**src/rtl/bsg_pkg.sv**
```systemverilog
// Shared types and constants for the bsg_modulator slice.
// Optional feature macro: BSG_MOD_PARITY_EN (adds an even-parity symbol after DATA).
package bsg_pkg;

  localparam logic [7:0] MIDSCALE  = 8'h80;
  localparam int         DATA_BITS = 16;
  localparam logic [3:0] BIT_FIRST = 4'd15;

`ifdef BSG_MOD_PARITY_EN
  localparam int FRAME_TICKS = 19;
`else
  localparam int FRAME_TICKS = 18;
`endif

  typedef enum logic [2:0] {
    ST_IDLE,
    ST_START,
    ST_DATA,
`ifdef BSG_MOD_PARITY_EN
    ST_PARITY,
`endif
    ST_STOP
  } state_e;

endpackage

```
**src/rtl/bsg_word_fifo.sv**
```systemverilog
// Small word FIFO feeding the modulator; pop of an empty FIFO and push of a
// full FIFO are ignored. Storage is not reset, only the pointers and count.
module bsg_word_fifo #(
  parameter int WIDTH = 16,
  parameter int DEPTH = 2
) (
  input  logic             clk,
  input  logic             reset,
  input  logic             push,
  input  logic [WIDTH-1:0] wdata,
  input  logic             pop,
  output logic [WIDTH-1:0] rdata,
  output logic             full,
  output logic             empty
);

  localparam int PW = (DEPTH > 1) ? $clog2(DEPTH) : 1;
  localparam int CW = $clog2(DEPTH + 1);

  logic [WIDTH-1:0] mem [DEPTH];
  logic [PW-1:0]    wr_ptr, rd_ptr;
  logic [CW-1:0]    count;
  logic             push_ok, pop_ok;

  assign full    = (count == CW'(DEPTH));
  assign empty   = (count == '0);
  assign push_ok = push & ~full;
  assign pop_ok  = pop & ~empty;
  assign rdata   = mem[rd_ptr];

  // Pointer and occupancy bookkeeping; simultaneous push and pop keep the count.
  always_ff @(posedge clk) begin
    if (reset) begin
      wr_ptr <= '0;
      rd_ptr <= '0;
      count  <= '0;
    end else begin
      if (push_ok) wr_ptr <= (wr_ptr == PW'(DEPTH - 1)) ? '0 : wr_ptr + 1'b1;
      if (pop_ok)  rd_ptr <= (rd_ptr == PW'(DEPTH - 1)) ? '0 : rd_ptr + 1'b1;
      case ({push_ok, pop_ok})
        2'b10:   count <= count + 1'b1;
        2'b01:   count <= count - 1'b1;
        default: count <= count;
      endcase
    end
  end

  // Word storage.
  always_ff @(posedge clk) begin
    if (push_ok) mem[wr_ptr] <= wdata;
  end

endmodule

```
**src/rtl/bsg_modulator.sv**
```systemverilog
// Serial amplitude modulator: frames buffered 16-bit words as
// start(0) / 16 data bits MSB first / [parity] / stop(1), one symbol per tick.
// Optional feature macro: BSG_MOD_PARITY_EN.
//
// state  | meaning
// IDLE   | output at midscale, waiting for tick with tx_en and a buffered word
// START  | emitting start symbol 0
// DATA   | emitting payload bits, bit counter counts down 15..0
// PARITY | emitting even-parity bit (macro build only)
// STOP   | emitting stop symbol 1; its ending tick raises int_flag
module bsg_modulator
  import bsg_pkg::*;
#(
  parameter logic [7:0] AMP        = 8'd100,
  parameter int         FIFO_DEPTH = 2
) (
  input  logic        SYS_CLK,
  input  logic        reset,
  input  logic        tx_en,
  input  logic        tx_tick,
  input  logic [15:0] data_in,
  input  logic        valid,
  output logic        ready,
  input  logic        int_mask,
  input  logic        int_clr,
  output logic [7:0]  out,
  output logic        int_flag,
  output logic        irq,
  output logic        busy
);

  localparam logic [7:0] LVL_HI = MIDSCALE + AMP;
  localparam logic [7:0] LVL_LO = MIDSCALE - AMP;

  state_e      state, state_n;
  logic [15:0] shreg, shreg_n;
  logic [3:0]  cnt, cnt_n;
  logic [7:0]  out_n;
  logic        pop, frame_done;
  logic [15:0] fifo_rdata;
  logic        fifo_full, fifo_empty;

  bsg_word_fifo #(
    .WIDTH (DATA_BITS),
    .DEPTH (FIFO_DEPTH)
  ) u_fifo (
    .clk   (SYS_CLK),
    .reset (reset),
    .push  (valid & ready),
    .wdata (data_in),
    .pop   (pop),
    .rdata (fifo_rdata),
    .full  (fifo_full),
    .empty (fifo_empty)
  );

  assign ready = ~fifo_full;
  assign busy  = (state != ST_IDLE);
  assign irq   = int_flag & ~int_mask;

  // Next-state, shift/rotate and next output level; nothing moves without a tick.
  // The payload is rotated rather than shifted so its parity stays computable.
  always_comb begin
    state_n    = state;
    shreg_n    = shreg;
    cnt_n      = cnt;
    out_n      = out;
    pop        = 1'b0;
    frame_done = 1'b0;
    if (tx_tick) begin
      case (state)
        ST_IDLE: begin
          if (tx_en && !fifo_empty) begin
            pop     = 1'b1;
            shreg_n = fifo_rdata;
            state_n = ST_START;
            out_n   = LVL_LO;
          end
        end
        ST_START: begin
          state_n = ST_DATA;
          cnt_n   = BIT_FIRST;
          out_n   = shreg[15] ? LVL_HI : LVL_LO;
        end
        ST_DATA: begin
          if (cnt == 4'd0) begin
`ifdef BSG_MOD_PARITY_EN
            state_n = ST_PARITY;
            out_n   = (^shreg) ? LVL_HI : LVL_LO;
`else
            state_n = ST_STOP;
            out_n   = LVL_HI;
`endif
          end else begin
            cnt_n   = cnt - 4'd1;
            shreg_n = {shreg[14:0], shreg[15]};
            out_n   = shreg[14] ? LVL_HI : LVL_LO;
          end
        end
`ifdef BSG_MOD_PARITY_EN
        ST_PARITY: begin
          state_n = ST_STOP;
          out_n   = LVL_HI;
        end
`endif
        ST_STOP: begin
          frame_done = 1'b1;
          if (tx_en && !fifo_empty) begin
            pop     = 1'b1;
            shreg_n = fifo_rdata;
            state_n = ST_START;
            out_n   = LVL_LO;
          end else begin
            state_n = ST_IDLE;
            out_n   = MIDSCALE;
          end
        end
        default: begin
          state_n = ST_IDLE;
          out_n   = MIDSCALE;
        end
      endcase
    end
  end

  // State, datapath and output registers.
  always_ff @(posedge SYS_CLK) begin
    if (reset) begin
      state <= ST_IDLE;
      shreg <= '0;
      cnt   <= '0;
      out   <= MIDSCALE;
    end else begin
      state <= state_n;
      shreg <= shreg_n;
      cnt   <= cnt_n;
      out   <= out_n;
    end
  end

  // Frame-complete flag; a set in the same cycle as a clear wins.
  always_ff @(posedge SYS_CLK) begin
    if (reset)           int_flag <= 1'b0;
    else if (frame_done) int_flag <= 1'b1;
    else if (int_clr)    int_flag <= 1'b0;
  end

endmodule

```
**config.mk**
```make
export PLATFORM = sky130hd
export DESIGN_NAME = bsg_modulator
export DESIGN_NICKNAME = d
export VERILOG_FILES = /design/src/rtl/bsg_pkg.sv /design/src/rtl/bsg_word_fifo.sv /design/src/rtl/bsg_modulator.sv
export SDC_FILE = /design/constraint.sdc
export NUM_CORES = 1
export LEC_CHECK = 0
export BUFFER_PORTS_ARGS = -buffer_cell sky130_fd_sc_hd__buf_4
export CORE_AREA = 8 8 96 98
export CTS_BUF_LIST = sky130_fd_sc_hd__clkbuf_4 sky130_fd_sc_hd__clkbuf_8
export DETAILED_ROUTE_END_ITERATION = 10
export DIE_AREA = 0 0 104 106
export PLACE_DENSITY_LB_ADDON = 0.2
export REMOVE_ABC_BUFFERS = 1
export SYNTH_ARGS = -nofsm -noshare
export SYNTH_HDL_FRONTEND = slang
export SYNTH_SLANG_ARGS = --single-unit
export TNS_END_PERCENT = 50
```
**constraint.sdc**
```tcl
create_clock -name SYS_CLK -period 5.25 [get_ports SYS_CLK]
set_clock_uncertainty 0.15 [all_clocks]
set_input_delay 0.525 -clock SYS_CLK [delete_from_list [all_inputs] [get_ports SYS_CLK]]
set_output_delay 0.525 -clock SYS_CLK [all_outputs]
set_load 0.02 [all_outputs]
```
Word level (Yosys, flattened, before mapping)
Memories as Yosys holds them, arrays and structs flattened. A register that Yosys moved wholly into a read port is not among the register bits.
Cells that the tools add are included.

operators by class
  $add $sub $neg = 5
  equality and inequality tests = 10
  mux-type cells = 29
  bitwise operators = 7
  reduce and logical (&&, ||, !) cells = 15

operators with widths
  kind                                                  count
  2-to-1 mux 8 bit                                      5
  2-to-1 mux 16 bit                                     2
  case mux 16 bit (2 select lines)                      1
  case mux 8 bit (4 select lines)                       1
  2-to-1 mux 1 bit                                      14
  case mux 3 bit (4 select lines)                       1
  case mux 4 bit (2 select lines)                       1
  nonzero test 2 bit                                    4
  equality test 3 x 2 -> 1 bit (second input constant)  2
  2-to-1 mux 3 bit                                      2
  inequality test 2 bit (second input constant)         3
  AND reduction 3 bit                                   2
  AND 1 bit                                             4
  equality test 2 bit (second input constant)           2
  zero test 4 bit                                       1
  2-to-1 mux 4 bit                                      1
  case mux 2 bit (2 select lines)                       1
  AND reduction 4 bit                                   1
  subtractor 4 x 1 -> 4 bit (second input constant)     1
  equality test 3 x 1 -> 1 bit (second input constant)  1
  zero test 3 bit                                       1
  NOT 1 bit                                             3
  nonzero test 3 bit                                    1
  adder 1 bit (second input constant)                   2
  other kinds (9)                                       9

word-level totals
  register bits = 36
  memory bits (writable) = 32
  input port bits = 23
  output and inout bits = 12
  word-level logic and storage cells = 75
  memories kept = 1

memories
  name        depth  bits a word  rd ports  clocked after Yosys merged registers in  write ports  line                 RTL
  u_fifo.mem  2      16           1         1                                        1            bsg_word_fifo.sv:20  logic [WIDTH-1:0] mem [DEPTH];

Longest topological paths before layout
Gate-level depths: netlist (run 1).

  depth in word-level cells = 9
  depth in mapped cells = 8
  depth with buffers taken out = 8

Cells and area by module
From an unflattened synthesis (run 1), not the netlist that was laid out.

second synthesis, totals
  cell total of the unflattened synthesis = 233
  area total of the unflattened synthesis = 2,869.0 µm²

modules (own cells, without submodules)
  module         times used  cells an instance  area an instance (µm²)  seq. area each (µm²)
  bsg_modulator  1           157                1,493.9                 540.5
  bsg_word_fifo  1           76                 1,375.1                 1,061.0

Worst setup path before layout (run 1)
No wires, ideal clock.

  path kind = reg2reg
  start = reg state[0]
  end = reg u_fifo.count[1]
  library setup time = 0.071 ns
  arrival time = 1.815 ns
  required time = 5.029 ns
  slack = 3.215 ns
  stages on the path, launching flop included = 8
  path buffers = 0
  clock period less this slack = 2.035 ns
  cells stage by stage = dfxtp_1 inv_1 ha_1 nand2b_1 nor2_1 ha_1 or3_1 a21oi_1

on the way
  cells in the longest elaborated chain, start to end = 7

ends and longest elaborated chain
  what                                                                          line                  RTL
  start: declaration                                                            bsg_modulator.sv:35   state_e state, state_n;
  start signal: assignment                                                      bsg_modulator.sv:134  state <= state_n;
  equality test 3 x 2 -> 1 bit / zero test 3 bit (equally long branches)        bsg_modulator.sv:71   case (state)
  OR reduction 2 bit (no line) *                                                --
  2-to-1 mux 1 bit *                                                            --
  2-to-1 mux 1 bit *                                                            bsg_modulator.sv:70   if (tx_tick) begin
  AND 1 bit *                                                                   bsg_word_fifo.sv:28   assign pop_ok = pop & ~empty;
  net u_fifo.pop_ok                                                             bsg_word_fifo.sv:23   logic push_ok, pop_ok;
  equality test 2 x 1 -> 1 bit / equality test 2 bit (equally long branches)    bsg_word_fifo.sv:40   case ({push_ok, pop_ok})
  case mux 2 bit (2 select lines) / nonzero test 2 bit (equally long branches)  --
  end signal: assignment                                                        bsg_word_fifo.sv:41   2'b10: count <= count + 1'b1;
  end signal: assignment                                                        bsg_word_fifo.sv:42   2'b01: count <= count - 1'b1;
  end signal: assignment                                                        bsg_word_fifo.sv:43   default: count <= count;
  end: declaration                                                              bsg_word_fifo.sv:22   logic [CW-1:0] count;

Mark *: on every way through the listed nets, which the timed path passes. The rest lies on a longest branch.
A chain may end at the register's enable or synchronous reset.

Final worst setup path (run 1)
  start = reg state[0]
  end = reg shreg[7]

on the way
  cells in the longest elaborated chain, start to end = 4

ends and longest elaborated chain
  what                                                                                   line                  RTL
  equality test 3 x 2 -> 1 bit / zero test 3 bit (equally long branches)                 bsg_modulator.sv:71
  OR reduction 2 bit (no line)                                                           --
  inequality test 2 x 1 -> 1 bit (no line) / nonzero test 2 bit (equally long branches)  --
  AND reduction 4 bit (no line)                                                          --
  end signal: assignment                                                                 bsg_modulator.sv:135  shreg <= shreg_n;
  end: declaration                                                                       bsg_modulator.sv:36   logic [15:0] shreg, shreg_n;

Parallel ways exist; a longest one is shown, timed or not.

==> flow_summary.toml, run 1 <==
[sta]
max-slew-margin-rel_pct = 28.1
timing.hold.ws_ns = 0.217
finalWorstPathRequiredPeriod_ns = 2.87
fin_setup_tns_ns = 0
report.final.slew_viol_count = 0
rsz0062_at_grt = "no"
setup_viol = 0
hold_violations = 0
max_freq_mhz = 349
finalWorstSetupSlack_ns = 2.38
finalCritPeriodShare_pct = 54.6
worst_slew_pin_slew_ns = 1.08

[cts]
clock_tree_from_tritoncts = "done"
cts-root-buf = "sky130_fd_sc_hd__clkbuf_8"
cts_made_buffers = 9
post_cts_resize_count = 0
cts.reportedPaths.clkPinSlew_ns = 0.07
h-tree-depth = 3
clk-insertion-delay-late_ns = 0.34
clk_path_buf_depth = 2
cts-hold-fix-buffers = 0
cts_num_sinks = 64
cts_setup_buffers = 0

[synthesis]
synthSimpleGateAreaFrac_pct = 11.9
syn-cell-area_sq_mm = 0.00293
synth_cells = 248
post_synth_edffs = 32
synth-async-reset-ratio_pct = 0
post_synth_mux_area_share_pct = 12.0
synth_compound_area_share_pct = 12.9
netlist-cell-type-count = 46
synth_top_family_by_area = "compound AO/OA/AOI/OAI gates"
dominantRegCellSynth = "sky130_fd_sc_hd__edfxtp_1"
synth.yosys.seq_area_share_pct = 54.7
synth-seq-cells = 64
post_synth.cell_area_avg_sq_um = 11.8
synthXorXnorAreaFrac_pct = 0.599
ys.warnings.count = 0
post_synth_fa_ha_maj_area_fraction_pct = 2.99

[critical_path]
arrival_ns = 2.90
path_class = "reg2reg"
timing.critical_path.required_ns = 5.29
critPathMaxFanout = 35
worst_setup_path_start_kind = "flip-flop"
nature_of_the_critical_path_endpoint = "flip-flop"

[grt]
grt_util_all_layers_pct = 9.98
antenna_found_initial = 0
grt_start_max_net_pins = 39
global_route.overflow_total = 0
grt_pass1_wl_um = 8960
first_global_vias = 1902

[placed_design]
hpwl_um = 3380
pre_cts_ws_ns = 2.37
io_buffers = 32
finalWeightedCongestion = 0.718
dp_cells = 368

[floorplan]
chipHeight_um = 106
rows = 33
chipWidth_um = 104
starting_density_of_the_core_pct = 37.3
floorplan.die_area_sq_mm = 0.0110
floorplan.io_pins = 35
coreArea_sq_mm = 0.00785

[power_and_ir_drop]
static-leakage-power_nw = 1.32
p_per_cell_area_mw_per_mm2 = 391
report.power.total_mw = 1.32
power.ir.vdd_worst_uv = 182

[routing]
vias_per_cell = 4.85
dr.pass1.iters = 4
drtAntennaViolNets = 0
drt_wl_cell_um = 13.4
drc_errors = 0
dr.first_iter.drc_count = 52
drt-total-wl_um = 5140
num_vias = 1864

[status]
outcome = "complete, no violations"

[layout]
antenna_cells = 0
final.fill_count = 756
final_cell_mix = "sky130_fd_sc_hd__dfxtp_1, sky130_fd_sc_hd__buf_4, sky130_fd_sc_hd__edfxtp_1, sky130_fd_sc_hd__nand2_1, sky130_fd_sc_hd__nand2b_1"
layout-drive-gt1-share_pct = 24.0
multiInputGateArea_sq_mm = 0.00119
nNetsFinal = 304
area_growth_pct = 15.0
sequential_cell_area_sq_mm = 0.00160
final_cells = 384

[run]
maxCapViolations = 0

[worst_hold_path]
hp-class = "in2reg"
per-layer routing:
metal  track usage [%]  up-vias  wire length, um  part of all wire, %
met5                 0        -                0                    0
met4              4.03        0               78                  1.5
met3              4.42        8              270                  5.3
met2              15.2       33             2270                   44
met1              12.1      865             2520                   49
li1                  -      958                -                    -
cells in the mapped netlist, types with 2 or more instances:
master / instances / area (sq um)
sky130_fd_sc_hd__a22o_1: 2 / 17.5
sky130_fd_sc_hd__a221oi_1: 2 / 17.5
sky130_fd_sc_hd__a2111o_1: 2 / 22.5
sky130_fd_sc_hd__mux2_2: 16 / 180
sky130_fd_sc_hd__o22ai_1: 2 / 12.5
sky130_fd_sc_hd__clkbuf_1: 9 / 33.8
sky130_fd_sc_hd__nor2_1: 2 / 7.51
sky130_fd_sc_hd__nand3b_1: 2 / 15.0
sky130_fd_sc_hd__o211ai_1: 16 / 120
sky130_fd_sc_hd__dfxtp_1: 32 / 641
sky130_fd_sc_hd__nor3_1: 3 / 15.0
sky130_fd_sc_hd__o21ai_0: 3 / 15.0
sky130_fd_sc_hd__or3_1: 4 / 25.0
sky130_fd_sc_hd__buf_1: 2 / 7.51
sky130_fd_sc_hd__ha_1: 7 / 87.6
sky130_fd_sc_hd__nor2b_1: 4 / 25.0
sky130_fd_sc_hd__a311oi_1: 2 / 17.5
sky130_fd_sc_hd__edfxtp_1: 32 / 961
sky130_fd_sc_hd__o21a_1: 2 / 15.0
sky130_fd_sc_hd__nand2_1: 22 / 82.6
sky130_fd_sc_hd__buf_4: 4 / 30.0
sky130_fd_sc_hd__nand2b_1: 19 / 119
sky130_fd_sc_hd__mux2i_1: 17 / 170
sky130_fd_sc_hd__inv_1: 10 / 37.5
sky130_fd_sc_hd__a21oi_1: 9 / 45.0
sky130_fd_sc_hd__o211a_1: 3 / 30.0
kinds of logic (layout without fill, tap and decap cells):
group / after synthesis / in the layout
xor+xnor: 2 / 2
fa+ha+maj: 7 / 7
other cells: 1 / 2
simple gates: 63 / 63
compound gates: 50 / 50
mux: 33 / 33
flops: 64 / 64
buf+inv: 28 / 58
worst paths after layout:
check	slack (ns)	cells past startpoint	end	startpoint
max reg2reg	2.38	5	shreg[7]	state[0]
min	0.22	1	u_fifo.mem[0][3]	data_in[3]
min reg2reg	0.30	2	out[7]	out[7]
max	2.38	5	shreg[7]	state[0]
critical path, cell delays in order (launching register included):
cell and delay [ns]:
sky130_fd_sc_hd__dfxtp_1 0.40, sky130_fd_sc_hd__inv_1 0.09, sky130_fd_sc_hd__ha_1 0.99, sky130_fd_sc_hd__inv_1 0.11, sky130_fd_sc_hd__a2111o_1 0.75, sky130_fd_sc_hd__mux2i_1 0.23
flip-flops by register name, indices dropped and copies added (netlist names), named ones only:
register / cells
u_fifo.rd_ptr: 1
cnt: 4
out: 4
int_flag: 1
shreg: 16
u_fifo.count: 2
u_fifo.mem: 32
state: 2
u_fifo.wr_ptr: 1
stage by stage:
step	util [%]	area (sq um)
3_5_place_dp	40.8	3200
3_3_place_gp	40.8	3200
6_report	42.9	3370
5_1_grt	42.9	3370
4_1_cts	42.9	3370
2_1_floorplan	-	2830
where the power goes:
group / switching, mW / total, mW / internal (mW)
clock: 0.184 / 0.357 / 0.173
sequential: 0.0440 / 0.641 / 0.597
combinational: 0.166 / 0.317 / 0.152
total: 0.394 / 1.32 / 0.921
layout make-up:
class / count / area share (%)
inverter: 10 / 1.11
sequential: 64 / 47.6
multi-input combinational: 157 / 35.3
clock inverter: 6 / 1.08
clock buffer: 10 / 3.90
tap: 105 / 3.90
timing repair buffer: 32 / 7.13
Power figures use the tool's default switching activity.
==> inputs of run 2 (changes only) <==
- clock period: 5.25 -> 2.5 ns (I/O delays scaled with it)
==> run 2 against run 1 <==
Sequential cell count unchanged. Critical endpoint is now shreg[0]. Power rose by 120%. Sequential share of layout area decreased by 3.2 points. Worst setup slack got worse by 2.0 ns. Sequential power up 110%. Utilization increased by 3.1 points. Die area did not move. First-iteration DRC count increased by 3.8%. Worst hold slack worse by 0.20 ns. Fmax is 34% higher. Critical path depth grew 1.
==> flow_summary.toml, run 2 (synthesized netlist as in run 1, its figures left out) <==
[run]
maxCapViolations = 0

[routing]
dr.pass1.iters = 5
drtAntennaViolNets = 0
vias_per_cell = 4.80
num_vias = 1952
drt_wl_cell_um = 12.6
drc_errors = 0
dr.first_iter.drc_count = 54
drt-total-wl_um = 5140

[power_and_ir_drop]
static-leakage-power_nw = 1.44
switching_share_pct = 28.1
report.power.total_mw = 2.89
power.ir.vdd_worst_uv = 339
internal_power_mw = 2.08
power_frac_seq_pct = 46.1
combPwrFrac_pct = 24.9
p_per_cell_area_mw_per_mm2 = 801
clock_power_share_pct = 29.0
p_sw_uw = 812

[floorplan]
chipWidth_um = 104
coreArea_sq_mm = 0.00785
rows = 33
starting_density_of_the_core_pct = 37.3
floorplan.die_area_sq_mm = 0.0110
chipHeight_um = 106
floorplan.io_pins = 35

[sta]
setup_viol = 0
rsz0062_at_grt = "no"
max-slew-margin-rel_pct = 54.5
worst_slew_pin_slew_ns = 0.682
finalWorstPathRequiredPeriod_ns = 2.14
finalCritPeriodShare_pct = 85.6
fin_setup_tns_ns = 0
hold_violations = 0
max_freq_mhz = 467
report.final.slew_viol_count = 0

[grt]
global_route.overflow_total = 0
antenna_found_initial = 0
grt_start_max_net_pins = 25
grt_pass1_wl_um = 8760
first_global_vias = 1921
grt_util_all_layers_pct = 9.90

[cts]
cts_num_sinks = 64
clock_tree_from_tritoncts = "done"
cts_made_buffers = 9
cts.reportedPaths.clkPinSlew_ns = 0.07
h-tree-depth = 3
cts_setup_buffers = 0
cts-root-buf = "sky130_fd_sc_hd__clkbuf_8"
clk-insertion-delay-late_ns = 0.33
clk_path_buf_depth = 2

[placed_design]
finalWeightedCongestion = 0.760
io_buffers = 32
hpwl_um = 3380

[layout]
area_growth_pct = 23.4
biggestRegsByFlops = "u_fifo.mem x32, shreg x16"
final_cell_mix = "sky130_fd_sc_hd__buf_4, sky130_fd_sc_hd__dfxtp_1, sky130_fd_sc_hd__edfxtp_1, sky130_fd_sc_hd__nand2_1, sky130_fd_sc_hd__nand2b_1"
flip_flop_count_of_the_largest_register_after_layout = 32
top_register = "u_fifo.mem"
antenna_cells = 0
nNetsFinal = 327
layout-drive-gt1-share_pct = 24.2
leading_cell_type_in_the_layout_fill_and_taps_excluded = "sky130_fd_sc_hd__buf_4"

[critical_path]
worst_setup_path_start_kind = "flip-flop"
timing.critical_path.required_ns = 2.55
reg2reg_slack_ns = 0.36
path_class = "reg2reg"
critPathMaxFanout = 16
nature_of_the_critical_path_endpoint = "flip-flop"
arrival_ns = 2.19

[status]
outcome = "complete, no violations"

[worst_hold_path]
hp-class = "in2reg"
==> run 2: changes by cell type in the layout (fill, tap and decap cells not counted), sizes merged <==
cell	before	now
buf	32	39
dlygate4sd3	0	16
bufinv	0	1
clkinvlp	3	0
clkbuf	10	11
clkinv	3	4
==> run 2: per-layer routing <==
layer	up-vias	GRT usage, %	wire, um
met4	0	5.27	51
met1	917	12.1	2630
li1	1000	-	-
met5	-	0	0
met2	31	14.8	2230
met3	4	3.87	232
==> run 2: power groups by stage <==
stage	logic, mW	clock network, mW	registers [mW]
after floorplan	0.478	0	1.37
after global placement	0.707	0	1.35
after detailed placement	0.708	0	1.36
after CTS	0.732	0.875	1.33
after global routing	0.802	0.919	1.35
final	0.720	0.840	1.33
==> run 2: path summary, 6_finish.rpt <==
| kind | from | end | cells after the start |
|---|---|---|---|
| worst min register to register | out[7] | out[7] | 2 |
| worst min-delay path | reset | u_fifo.count[1] | 2 |
| worst max-delay path | state[0] | shreg[0] | 6 |
| worst max register to register | state[0] | shreg[0] | 6 |
==> run 2: critical path, stage by stage (launching register included) <==
cell and delay (ns):
sky130_fd_sc_hd__dfxtp_1 0.40, sky130_fd_sc_hd__inv_1 0.09, sky130_fd_sc_hd__ha_1 0.34, sky130_fd_sc_hd__and4bb_1 0.28
sky130_fd_sc_hd__a2111o_1 0.38, sky130_fd_sc_hd__buf_4 0.23, sky130_fd_sc_hd__mux2i_1 0.15
==> run 2: cell type report <==
cell class / count / area [sq um]
Fill cell: 743 / 4230
Sequential cell: 64 / 1600
Multi-Input combinational cell: 157 / 1190
Timing Repair Buffer: 55 / 465
Clock buffer: 11 / 139
Tap cell: 105 / 131
Clock inverter: 5 / 47.5
Inverter: 10 / 37.5
==> run 2: stage by stage <==
step | instances | cell area, sq um | worst slack (ns) | utilization, % | hold slack, ns
6_report | 407 | 3610 | 0.360 | 46.0 | 0.0210
5_1_grt | 407 | 3610 | 0.201 | 46.0 | 0.0102
4_1_cts | 407 | 3610 | 0.362 | 46.0 | 0.000598
3_5_place_dp | 375 | 3260 | 0.372 | 41.6 | 0.288
3_3_place_gp | 375 | 3260 | 0.430 | 41.6 | 0.285
2_1_floorplan | 231 | 2830 | 0.0192 | - | 0.169
==> run 2: what timing repair did <==
item,CTS,global route
gates resized for setup,0,0
endpoints found under the hold margin,32,0
hold buffers,16,0
==> inputs of run 3 (changes only) <==
- clock period: 2.5 -> 2.6 ns (I/O delays scaled with it)
==> run 3 against run 2 <==
Sequential share of layout area is 0.17 points lower. Sequential power hardly changed. Register-to-register slack gained 0.07 ns. Critical endpoint is now shreg[7]. Combinational power shrank 6.3%. Largest cell class unchanged.
==> flow_summary.toml, run 3 (synthesized netlist as in run 1, its figures left out) <==
[grt]
grt_util_all_layers_pct = 10.5
antenna_found_initial = 0
grt_pass1_wl_um = 9270
global_route.overflow_total = 0
grt_start_max_net_pins = 25
first_global_vias = 1965

[critical_path]
path_class = "reg2reg"
reg2reg_slack_ns = 0.43
reg2reg_to = "shreg[7]"
biggest_cell_delay_along_the_critical_path_ns = 0.43
timing.reg2reg.worst_path_depth = 6
startpoint = "state[0]"
critPathMaxFanout = 16
nature_of_the_critical_path_endpoint = "flip-flop"
arrival_ns = 2.23
timing.critical_path.required_ns = 2.67
sequence_of_cells_on_the_critical_path = "inv_1, ha_1, and4bb_1, a2111o_1, buf_4, mux2i_1"
worst_setup_path_start_kind = "flip-flop"
capturing_element_of_the_worst_setup_path = "shreg[7]"
cpMaxStageDelayCell = "sky130_fd_sc_hd__dfxtp_1"
r2r-start = "state[0]"

[floorplan]
floorplan.die_area_sq_mm = 0.0110
starting_density_of_the_core_pct = 37.3
rows = 33
chipWidth_um = 104
coreArea_sq_mm = 0.00785
chipHeight_um = 106
floorplan.io_pins = 35

[layout]
leading_cell_type_in_the_layout_fill_and_taps_excluded = "sky130_fd_sc_hd__buf_4"
nNetsFinal = 326
layout-drive-gt1-share_pct = 24.6
flip_flop_count_of_the_largest_register_after_layout = 32
area_growth_pct = 23.9
antenna_cells = 0
top_register = "u_fifo.mem"
final_cell_mix = "sky130_fd_sc_hd__buf_4, sky130_fd_sc_hd__dfxtp_1, sky130_fd_sc_hd__edfxtp_1, sky130_fd_sc_hd__nand2_1, sky130_fd_sc_hd__nand2b_1"
final.fill_count = 717
biggestRegsByFlops = "u_fifo.mem x32, shreg x16"

[cts]
cts-root-buf = "sky130_fd_sc_hd__clkbuf_8"
h-tree-depth = 3
clk_path_buf_depth = 2
clk-insertion-delay-late_ns = 0.34
cts_made_buffers = 9
clock_tree_from_tritoncts = "done"
cts_num_sinks = 64
cts.reportedPaths.clkPinSlew_ns = 0.07

[placed_design]
hpwl_um = 3480
io_buffers = 32
finalWeightedCongestion = 0.767

[worst_hold_path]
min_delay_path_depth = 2
hp-class = "in2reg"

[routing]
dr.pass1.iters = 4
num_vias = 1935
drt-total-wl_um = 5400
vias_per_cell = 4.77
drc_errors = 0
drtAntennaViolNets = 0
drt_wl_cell_um = 13.3
dr.first_iter.drc_count = 96

[power_and_ir_drop]
power.ir.vdd_worst_uv = 491
p_per_cell_area_mw_per_mm2 = 805
report.power.total_mw = 2.92
static-leakage-power_nw = 1.45

[sta]
rsz0062_at_grt = "no"
max_freq_mhz = 461
report.final.slew_viol_count = 0
max-slew-margin-rel_pct = 46.6
finalCritPeriodShare_pct = 83.4
hold_violations = 0
fin_setup_tns_ns = 0
worst_slew_pin_slew_ns = 0.800
setup_viol = 0
finalWorstPathRequiredPeriod_ns = 2.17

[status]
outcome = "complete, no violations"

[run]
maxCapViolations = 0
[run 3: where the power goes]
part           internal [mW]  switching (mW)  leakage [nW]
Sequential              1.21          0.0919         0.560
Combinational          0.335           0.341         0.775
Clock                  0.560           0.384         0.112
Total                   2.10           0.816          1.45
[run 3: layout make-up]
class	count	area (sq um)	share of cell area, %
Sequential cell	64	1600	44.2
Multi-Input combinational cell	157	1190	32.8
Timing Repair Buffer	54	445	12.3
Clock buffer	10	138	3.80
Tap cell	105	131	3.62
Clock inverter	6	82.6	2.28
Inverter	10	37.5	1.04
[run 3: how the worst min path moves through the flow]
stage | startpoint | endpoint | slack [ns]
3_3_place_gp | out[7] | out[7] | 0.29
2_1_floorplan | reset | flip-flop | 0.18
3_5_place_dp | out[7] | out[7] | 0.29
6_report | reset | int_flag | 0.02
4_1_cts | reset | int_flag | 0.007
5_1_grt | reset | flip-flop | 0.02
[run 3: worst max-delay path, delay by kind of cell, from the launching register on]
family / cells / cell delay [ns]
DFF: 1 / 0.43
AOI/OAI and AO/OA: 1 / 0.38
adders and majority gates: 1 / 0.34
buffers and inverters: 2 / 0.32
and+or+nand+nor: 1 / 0.28
muxes: 1 / 0.15
[run 3: layer usage]
layer  GRT usage, %  wire length, um  up-vias  share of wire [%]
li1               -                -     1001                  -
met1           12.6             2630      887                 49
met2           16.0             2450       40                 45
met3           4.05              242        7                4.5
met4           5.58               80        0                1.5
met5              0                0        -                  0
[run 3: what timing repair did]
| action | 4_1_cts | 5_1_grt |
|---|---|---|
| endpoints found under the setup margin | 0 | 0 |
| buffers inserted | 0 | 0 |
| hold endpoints to repair | 32 | 0 |
| gates resized for setup | 0 | 0 |
| hold buffers | 16 | 0 |
[run 3: per-stage QoR]
step	instance area [sq um]	util (%)	worst slack, ns	hold slack, ns	std cells
after floorplan	2830	-	0.119	0.179	231
after global routing	3620	46.2	0.270	0.0203	406
after global placement	3240	41.4	0.535	0.290	374
after CTS	3620	46.2	0.431	0.00685	406
final	3620	46.2	0.431	0.0246	406
after detailed placement	3240	41.4	0.465	0.289	374
